<file path="config.mk">
export PLATFORM = sky130hd
export DESIGN_NAME = sc_reg_universal_flat
export DESIGN_NICKNAME = d
export VERILOG_FILES = /design/src/rtl/sc_reg_universal_if.sv /design/src/rtl/sc_reg_universal.sv /design/src/flat_wrapper.sv
export SDC_FILE = /design/constraint.sdc
export NUM_CORES = 1
export LEC_CHECK = 0
export BUFFER_PORTS_ARGS = -buffer_cell sky130_fd_sc_hd__buf_4
export CORE_MARGIN = 2
export CORE_UTILIZATION = 54
export DETAILED_ROUTE_END_ITERATION = 10
export PLACE_DENSITY_LB_ADDON = 0.15
export REMOVE_ABC_BUFFERS = 1
export SLEW_MARGIN = 20
export SYNTH_ARGS = -nofsm -noshare
export SYNTH_HDL_FRONTEND = slang
export SYNTH_SLANG_ARGS = --single-unit
</file>
<file path="constraint.sdc">
create_clock -name SC_RegUNIVERSAL_CLOCK_50 -period 2.1 [get_ports SC_RegUNIVERSAL_CLOCK_50]
set_clock_uncertainty 0.05 [all_clocks]
set_input_delay 0.42 -clock SC_RegUNIVERSAL_CLOCK_50 [delete_from_list [all_inputs] [get_ports SC_RegUNIVERSAL_CLOCK_50]]
set_output_delay 0.42 -clock SC_RegUNIVERSAL_CLOCK_50 [all_outputs]
set_load 0.02 [all_outputs]
</file>
<file path="src/rtl/sc_reg_universal_if.sv">
// Bus bundle for sc_reg_universal: controls, parallel data and status flags.
// The master drives controls and data; the slave (the register) drives contents and flags.
`default_nettype none

interface sc_reg_universal_if #(
  parameter int RegUNIVERSAL_DATAWIDTH = 8
);
  logic                              SC_RegUNIVERSAL_clear_InLow;
  logic                              SC_RegUNIVERSAL_load_InLow;
  logic [2:0]                        SC_RegUNIVERSAL_mode_InBUS;
  logic                              SC_RegUNIVERSAL_serial_In;
  logic [RegUNIVERSAL_DATAWIDTH-1:0] SC_RegUNIVERSAL_data_InBUS;
  logic [RegUNIVERSAL_DATAWIDTH-1:0] SC_RegUNIVERSAL_data_OutBUS;
  logic                              SC_RegUNIVERSAL_carry_OutLow;
  logic                              SC_RegUNIVERSAL_zero_OutLow;
  logic                              SC_RegUNIVERSAL_negative_OutLow;

  modport master (
    output SC_RegUNIVERSAL_clear_InLow,
    output SC_RegUNIVERSAL_load_InLow,
    output SC_RegUNIVERSAL_mode_InBUS,
    output SC_RegUNIVERSAL_serial_In,
    output SC_RegUNIVERSAL_data_InBUS,
    input  SC_RegUNIVERSAL_data_OutBUS,
    input  SC_RegUNIVERSAL_carry_OutLow,
    input  SC_RegUNIVERSAL_zero_OutLow,
    input  SC_RegUNIVERSAL_negative_OutLow
  );

  modport slave (
    input  SC_RegUNIVERSAL_clear_InLow,
    input  SC_RegUNIVERSAL_load_InLow,
    input  SC_RegUNIVERSAL_mode_InBUS,
    input  SC_RegUNIVERSAL_serial_In,
    input  SC_RegUNIVERSAL_data_InBUS,
    output SC_RegUNIVERSAL_data_OutBUS,
    output SC_RegUNIVERSAL_carry_OutLow,
    output SC_RegUNIVERSAL_zero_OutLow,
    output SC_RegUNIVERSAL_negative_OutLow
  );
endinterface

`default_nettype wire

</file>
<file path="src/rtl/sc_reg_universal.sv">
// sc_reg_universal: width-generic register with clear/load, shift, rotate, inc/dec modes
// and a registered carry flag plus combinational zero/negative flags (all active low).
`default_nettype none

module sc_reg_universal #(
  parameter int RegUNIVERSAL_DATAWIDTH = 8
) (
  input  logic                   SC_RegUNIVERSAL_CLOCK_50,
  input  logic                   SC_RegUNIVERSAL_RESET_InLow,
  sc_reg_universal_if.slave      bus
);
  localparam int W = RegUNIVERSAL_DATAWIDTH;

  localparam logic [2:0] c_mode_shl  = 3'b001;
  localparam logic [2:0] c_mode_shr  = 3'b010;
  localparam logic [2:0] c_mode_rotl = 3'b011;
  localparam logic [2:0] c_mode_rotr = 3'b100;
  localparam logic [2:0] c_mode_inc  = 3'b101;
  localparam logic [2:0] c_mode_dec  = 3'b110;

  logic [W-1:0] data_d, data_q;
  logic         carry_d, carry_q;  // active-high internally
  logic [W:0]   arith_sum;
  logic [W:0]   arith_diff;

  // The extra top bit of the widened result is the carry-out / borrow.
  assign arith_sum  = {1'b0, data_q} + {{W{1'b0}}, 1'b1};
  assign arith_diff = {1'b0, data_q} - {{W{1'b0}}, 1'b1};

  always_comb begin
    data_d  = data_q;
    carry_d = carry_q;
    if (!bus.SC_RegUNIVERSAL_clear_InLow) begin
      data_d  = '0;
      carry_d = 1'b0;
    end else if (!bus.SC_RegUNIVERSAL_load_InLow) begin
      data_d  = bus.SC_RegUNIVERSAL_data_InBUS;
      carry_d = 1'b0;
    end else begin
      case (bus.SC_RegUNIVERSAL_mode_InBUS)
        c_mode_shl: begin
          data_d  = {data_q[W-2:0], bus.SC_RegUNIVERSAL_serial_In};
          carry_d = data_q[W-1];
        end
        c_mode_shr: begin
          data_d  = {bus.SC_RegUNIVERSAL_serial_In, data_q[W-1:1]};
          carry_d = data_q[0];
        end
        c_mode_rotl: begin
          data_d  = {data_q[W-2:0], data_q[W-1]};
          carry_d = data_q[W-1];
        end
        c_mode_rotr: begin
          data_d  = {data_q[0], data_q[W-1:1]};
          carry_d = data_q[0];
        end
        c_mode_inc: begin
          data_d  = arith_sum[W-1:0];
          carry_d = arith_sum[W];
        end
        c_mode_dec: begin
          data_d  = arith_diff[W-1:0];
          carry_d = arith_diff[W];
        end
        default: begin
          data_d  = data_q;
          carry_d = carry_q;
        end
      endcase
    end
  end

  always_ff @(posedge SC_RegUNIVERSAL_CLOCK_50 or negedge SC_RegUNIVERSAL_RESET_InLow) begin
    if (!SC_RegUNIVERSAL_RESET_InLow) begin
      data_q  <= '0;
      carry_q <= 1'b0;
    end else begin
      data_q  <= data_d;
      carry_q <= carry_d;
    end
  end

  assign bus.SC_RegUNIVERSAL_data_OutBUS     = data_q;
  assign bus.SC_RegUNIVERSAL_carry_OutLow    = ~carry_q;
  assign bus.SC_RegUNIVERSAL_zero_OutLow     = |data_q;
  assign bus.SC_RegUNIVERSAL_negative_OutLow = ~data_q[W-1];

endmodule

`default_nettype wire

</file>
<file path="src/flat_wrapper.sv">
// flat-port wrapper written by rule: the top's interface ports become plain ports
module sc_reg_universal_flat 
#(
  parameter int RegUNIVERSAL_DATAWIDTH = 8
)
  (SC_RegUNIVERSAL_CLOCK_50, SC_RegUNIVERSAL_RESET_InLow, bus_SC_RegUNIVERSAL_clear_InLow, bus_SC_RegUNIVERSAL_load_InLow, bus_SC_RegUNIVERSAL_mode_InBUS, bus_SC_RegUNIVERSAL_serial_In, bus_SC_RegUNIVERSAL_data_InBUS, bus_SC_RegUNIVERSAL_data_OutBUS, bus_SC_RegUNIVERSAL_carry_OutLow, bus_SC_RegUNIVERSAL_zero_OutLow, bus_SC_RegUNIVERSAL_negative_OutLow);
  sc_reg_universal_if #(.RegUNIVERSAL_DATAWIDTH(RegUNIVERSAL_DATAWIDTH)) bus_i ();
  input  logic SC_RegUNIVERSAL_CLOCK_50;
  input  logic SC_RegUNIVERSAL_RESET_InLow;
  input wire logic [$bits(bus_i.SC_RegUNIVERSAL_clear_InLow)-1:0] bus_SC_RegUNIVERSAL_clear_InLow;
  input wire logic [$bits(bus_i.SC_RegUNIVERSAL_load_InLow)-1:0] bus_SC_RegUNIVERSAL_load_InLow;
  input wire logic [$bits(bus_i.SC_RegUNIVERSAL_mode_InBUS)-1:0] bus_SC_RegUNIVERSAL_mode_InBUS;
  input wire logic [$bits(bus_i.SC_RegUNIVERSAL_serial_In)-1:0] bus_SC_RegUNIVERSAL_serial_In;
  input wire logic [$bits(bus_i.SC_RegUNIVERSAL_data_InBUS)-1:0] bus_SC_RegUNIVERSAL_data_InBUS;
  output wire logic [$bits(bus_i.SC_RegUNIVERSAL_data_OutBUS)-1:0] bus_SC_RegUNIVERSAL_data_OutBUS;
  output wire logic [$bits(bus_i.SC_RegUNIVERSAL_carry_OutLow)-1:0] bus_SC_RegUNIVERSAL_carry_OutLow;
  output wire logic [$bits(bus_i.SC_RegUNIVERSAL_zero_OutLow)-1:0] bus_SC_RegUNIVERSAL_zero_OutLow;
  output wire logic [$bits(bus_i.SC_RegUNIVERSAL_negative_OutLow)-1:0] bus_SC_RegUNIVERSAL_negative_OutLow;
  assign bus_i.SC_RegUNIVERSAL_clear_InLow = bus_SC_RegUNIVERSAL_clear_InLow;
  assign bus_i.SC_RegUNIVERSAL_load_InLow = bus_SC_RegUNIVERSAL_load_InLow;
  assign bus_i.SC_RegUNIVERSAL_mode_InBUS = bus_SC_RegUNIVERSAL_mode_InBUS;
  assign bus_i.SC_RegUNIVERSAL_serial_In = bus_SC_RegUNIVERSAL_serial_In;
  assign bus_i.SC_RegUNIVERSAL_data_InBUS = bus_SC_RegUNIVERSAL_data_InBUS;
  assign bus_SC_RegUNIVERSAL_data_OutBUS = bus_i.SC_RegUNIVERSAL_data_OutBUS;
  assign bus_SC_RegUNIVERSAL_carry_OutLow = bus_i.SC_RegUNIVERSAL_carry_OutLow;
  assign bus_SC_RegUNIVERSAL_zero_OutLow = bus_i.SC_RegUNIVERSAL_zero_OutLow;
  assign bus_SC_RegUNIVERSAL_negative_OutLow = bus_i.SC_RegUNIVERSAL_negative_OutLow;
  sc_reg_universal #(.RegUNIVERSAL_DATAWIDTH(RegUNIVERSAL_DATAWIDTH)) u_core (.SC_RegUNIVERSAL_CLOCK_50(SC_RegUNIVERSAL_CLOCK_50), .SC_RegUNIVERSAL_RESET_InLow(SC_RegUNIVERSAL_RESET_InLow), .bus(bus_i));
endmodule
</file>
==> out/summary.txt <==
status: complete, but fails checks
violated checks: negative setup slack
Post-DRT Antenna Nets: 0
Area growth, synth to finish: 28.99%
actual slew at the worst max-slew pin: 471.7 ps
drt wl/cell: 17.24 µm
TritonCTS clock tree: yes
Total Power: 0.7141 mW
r2r endpoint: u_core.bus.SC_RegUNIVERSAL_data_OutBUS[7]$_DFFE_PN0P_
final period demand of the worst path: 2102 ps
worst endpoint required time: 2210 ps
Yosys reg bits: 9
CTS sink cnt: 9
setup ws final: -1.681 ps
CP Launch Type: flip-flop
Syn. warnings: 0
switching portion of total power: 41.27%
unrepaired setup endpoints after global routing: yes
share of layout cells above drive strength 1: 24.88%
Root Driver: clkbuf_4
worst hold path class: primary input to flip-flop
hold path cells: 2
core area: 0.002022 mm²
MaxCap Viol Count: 0
setup slack, reg-to-reg: -2 ps
Initial Utilization: 58.48%
CP Max Fanout: 3
sequential share of power: 29.4%
P per Cell Area: 468.2 mW/mm²
nets@finish: 221
VDD IR-drop max: 380.3 µV
clock power share: 20.4%
Worst Setup SP: u_core.bus.SC_RegUNIVERSAL_data_OutBUS[4]$_DFFE_PN0P_
CP Data Arrival Time: 2210 ps
Mapped Avg Cell Area: 7.038 µm²
largest net degree at the start of global routing: 27
Final Max Slew Viols: 0
vias in the first global route: 1359
Die Ht: 50.80 µm
gr usage total: 33.42%
clk_lat worst skew: 280 ps
total number of H-tree levels: 1
number of setup violations in the final report: 1
PortBufs: 26
drt first-iter violations: 58
Congestion Overflow GR: 0
Crit. End Element: flip-flop
slew margin rel.: 68.55%
post-synthesis cell type count: 44
Remaining DRCs: 0
Gate Count Post-Synth: 168
Post-DP HPWL: 2793 µm
Clock Path Buffers: 2
Seq/Total Area, Yosys: 19.05%
worst slack, placed: 119.5 ps
Crit Path Category: flip-flop to flip-flop
period utilization: 100.1%
vias per inst: 6.636
die footprint: 0.002580 mm²
RD Place Congestion: 0.9477
Ports: 27
Final Hold Fails: 0
Worst R2R Path Depth: 6
Max Freq: 475.8 MHz
Net Sw Power: 0.2947 mW
via total after detailed routing: 1513
1st-pass router iterations: 5
Hold WS: 327.1 ps
Hold Crit Start: bus_SC_RegUNIVERSAL_data_InBUS[0]
hold worst-path end: u_core.bus.SC_RegUNIVERSAL_data_OutBUS[0]$_DFFE_PN0P_
DP Cell Count: 217
antenna violations before repair: 0
Reg clk slew, reported paths: 70 ps
Rows: 16
Post-Layout Cell Count: 228
synthesized area: 0.001182 mm²
Power Internal: 0.4194 mW
Comb power frac: 50.2%
r2r startpoint: u_core.bus.SC_RegUNIVERSAL_data_OutBUS[4]$_DFFE_PN0P_
static leakage: 0.6460 nW
final wirelength: 3930 µm
n_diodes: 0
die extent in x: 50.80 µm
cts bufs inserted: 3
first-pass GRT wire length: 6361 µm
## registers in the layout, summed over array words and instances (netlist names)
name	flops
u_core.bus.SC_RegUNIVERSAL_data_OutBUS	8
u_core.carry_q	1
## synthesized netlist by cell type (all sizes together)
library cell	n	area share [%]
nand2	16	5.1
a21o	1	0.64
a22o	3	2.2
nor3b	2	1.3
o2111a	1	0.95
nor3	5	2.1
nand4	2	1.1
o31ai	5	3.2
nor2	10	3.2
and4	1	0.85
a2111oi	1	0.74
o211a	1	0.85
xnor2	2	1.5
a211oi	5	3.2
or3	1	0.53
and3b	1	0.74
ha	3	3.2
nand2b	2	1.1
or4	1	0.95
o211ai	5	3.2
nand3	5	2.1
nor2b	6	3.2
o21ai	13	5.5
clkbuf	9	2.9
a31oi	3	1.6
or2	2	1.1
xor2	2	1.5
buf	4	1.7
o2bb2ai	2	1.5
inv	11	3.5
dfrtp	9	19
a32oi	1	0.74
a21oi	12	5.1
a311oi	1	0.74
mux2i	1	0.85
a32o	1	0.85
a21boi	1	0.64
and2	1	0.53
o221ai	1	0.74
a31o	1	0.74
a221oi	6	4.4
o311a	1	0.85
a22oi	2	1.3
o22ai	5	2.6
## how the worst max path moves through the flow
stage                                                                        to  slack [ps]  cells after the start
after floorplan           u_core.bus.SC_RegUNIVERSAL_data_OutBUS[7]$_DFFE_PN0P_          50                      5
after global placement                          bus_SC_RegUNIVERSAL_zero_OutLow         170                      4
after detailed placement                        bus_SC_RegUNIVERSAL_zero_OutLow         120                      4
after CTS                                       bus_SC_RegUNIVERSAL_zero_OutLow          -9                      4
after global routing                            bus_SC_RegUNIVERSAL_zero_OutLow         -30                      4
final                     u_core.bus.SC_RegUNIVERSAL_data_OutBUS[7]$_DFFE_PN0P_          -2                      6
## worst max-delay path: stages, from the launching register on
cell,delay (ps)
dfrtp_1,380
or4_4,580
buf_6,150
o311a_1,330
a31oi_1,200
o211ai_1,120
a22o_1,190
## stage by stage
stage	instance area (µm²)	utilization (%)	setup TNS, ps
floorplan	1129	-	0
finish	1525	75.43	-1.681
detailed placement	1425	70.48	0
global placement	1425	70.48	0
global route	1525	75.43	-31.78
CTS	1499	74.13	-9.029
## repair_timing
| action | 4_1_cts | 5_1_grt |
|---|---|---|
| hold endpoints to repair | 9 | 0 |
| buffers inserted | 3 | 3 |
| resized for setup | 3 | 1 |
| hold buffers | 1 | 0 |
| setup endpoints to repair | 1 | 2 |
| pin swaps | 3 | 5 |
## power by group through the flow
stage	Combinational (mW)	Clock (mW)	Sequential (mW)
2_1_floorplan	0.147	0	0.237
3_3_place_gp	0.315	0	0.210
3_5_place_dp	0.320	0	0.210
4_1_cts	0.340	0.146	0.209
5_1_grt	0.388	0.161	0.211
6_report	0.358	0.146	0.210
## cell families (layout without fill, tap and decap cells)
| group | Yosys count | after routing | share of synthesized area [%] |
|---|---|---|---|
| compound gates | 72 | 72 | 42.22 |
| xor+xnor | 4 | 4 | 2.964 |
| fa+ha+maj | 3 | 3 | 3.175 |
| buf+inv | 24 | 57 | 8.042 |
| flops | 9 | 9 | 19.05 |
| mux | 1 | 1 | 0.8466 |
| simple gates | 55 | 55 | 23.70 |
## layer usage
metal,up-vias,GRT usage (%),part of all wire (%)
met5,-,0,0
met2,97,51.32,47
li1,709,-,-
met3,12,6.548,8.9
met4,0,13.06,2.7
met1,695,45.87,41
## final cells by class
| class | count | area, µm² |
|---|---|---|
| Tap cell | 27 | 33.78 |
| Multi-Input combinational cell | 135 | 873.3 |
| Timing Repair Buffer | 42 | 325.3 |
| Fill cell | 157 | 496.7 |
| Inverter | 11 | 41.29 |
| Clock buffer | 4 | 26.28 |
| Sequential cell | 9 | 225.2 |
## layout by cell type (no fill, tap or decap), drive strengths merged, types with 2 or more instances in the layout
| cell | instances |
|---|---|
| clkbuf | 4 |
| o211ai | 5 |
| o2bb2ai | 2 |
| a22oi | 2 |
| a22o | 3 |
| a211oi | 5 |
| xnor2 | 2 |
| o22ai | 5 |
| xor2 | 2 |
| buf | 41 |
| nand4 | 2 |
| inv | 11 |
| nand3 | 5 |
| o21ai | 13 |
| ha | 3 |
| o31ai | 5 |
| nand2 | 16 |
| nor3 | 5 |
| a221oi | 6 |
| nor3b | 2 |
| nand2b | 2 |
| nor2 | 10 |
| a31oi | 3 |
| a21oi | 12 |
| dfrtp | 9 |
| or2 | 2 |
| nor2b | 6 |
No activity file was read; power rests on OpenSTA's default activity.
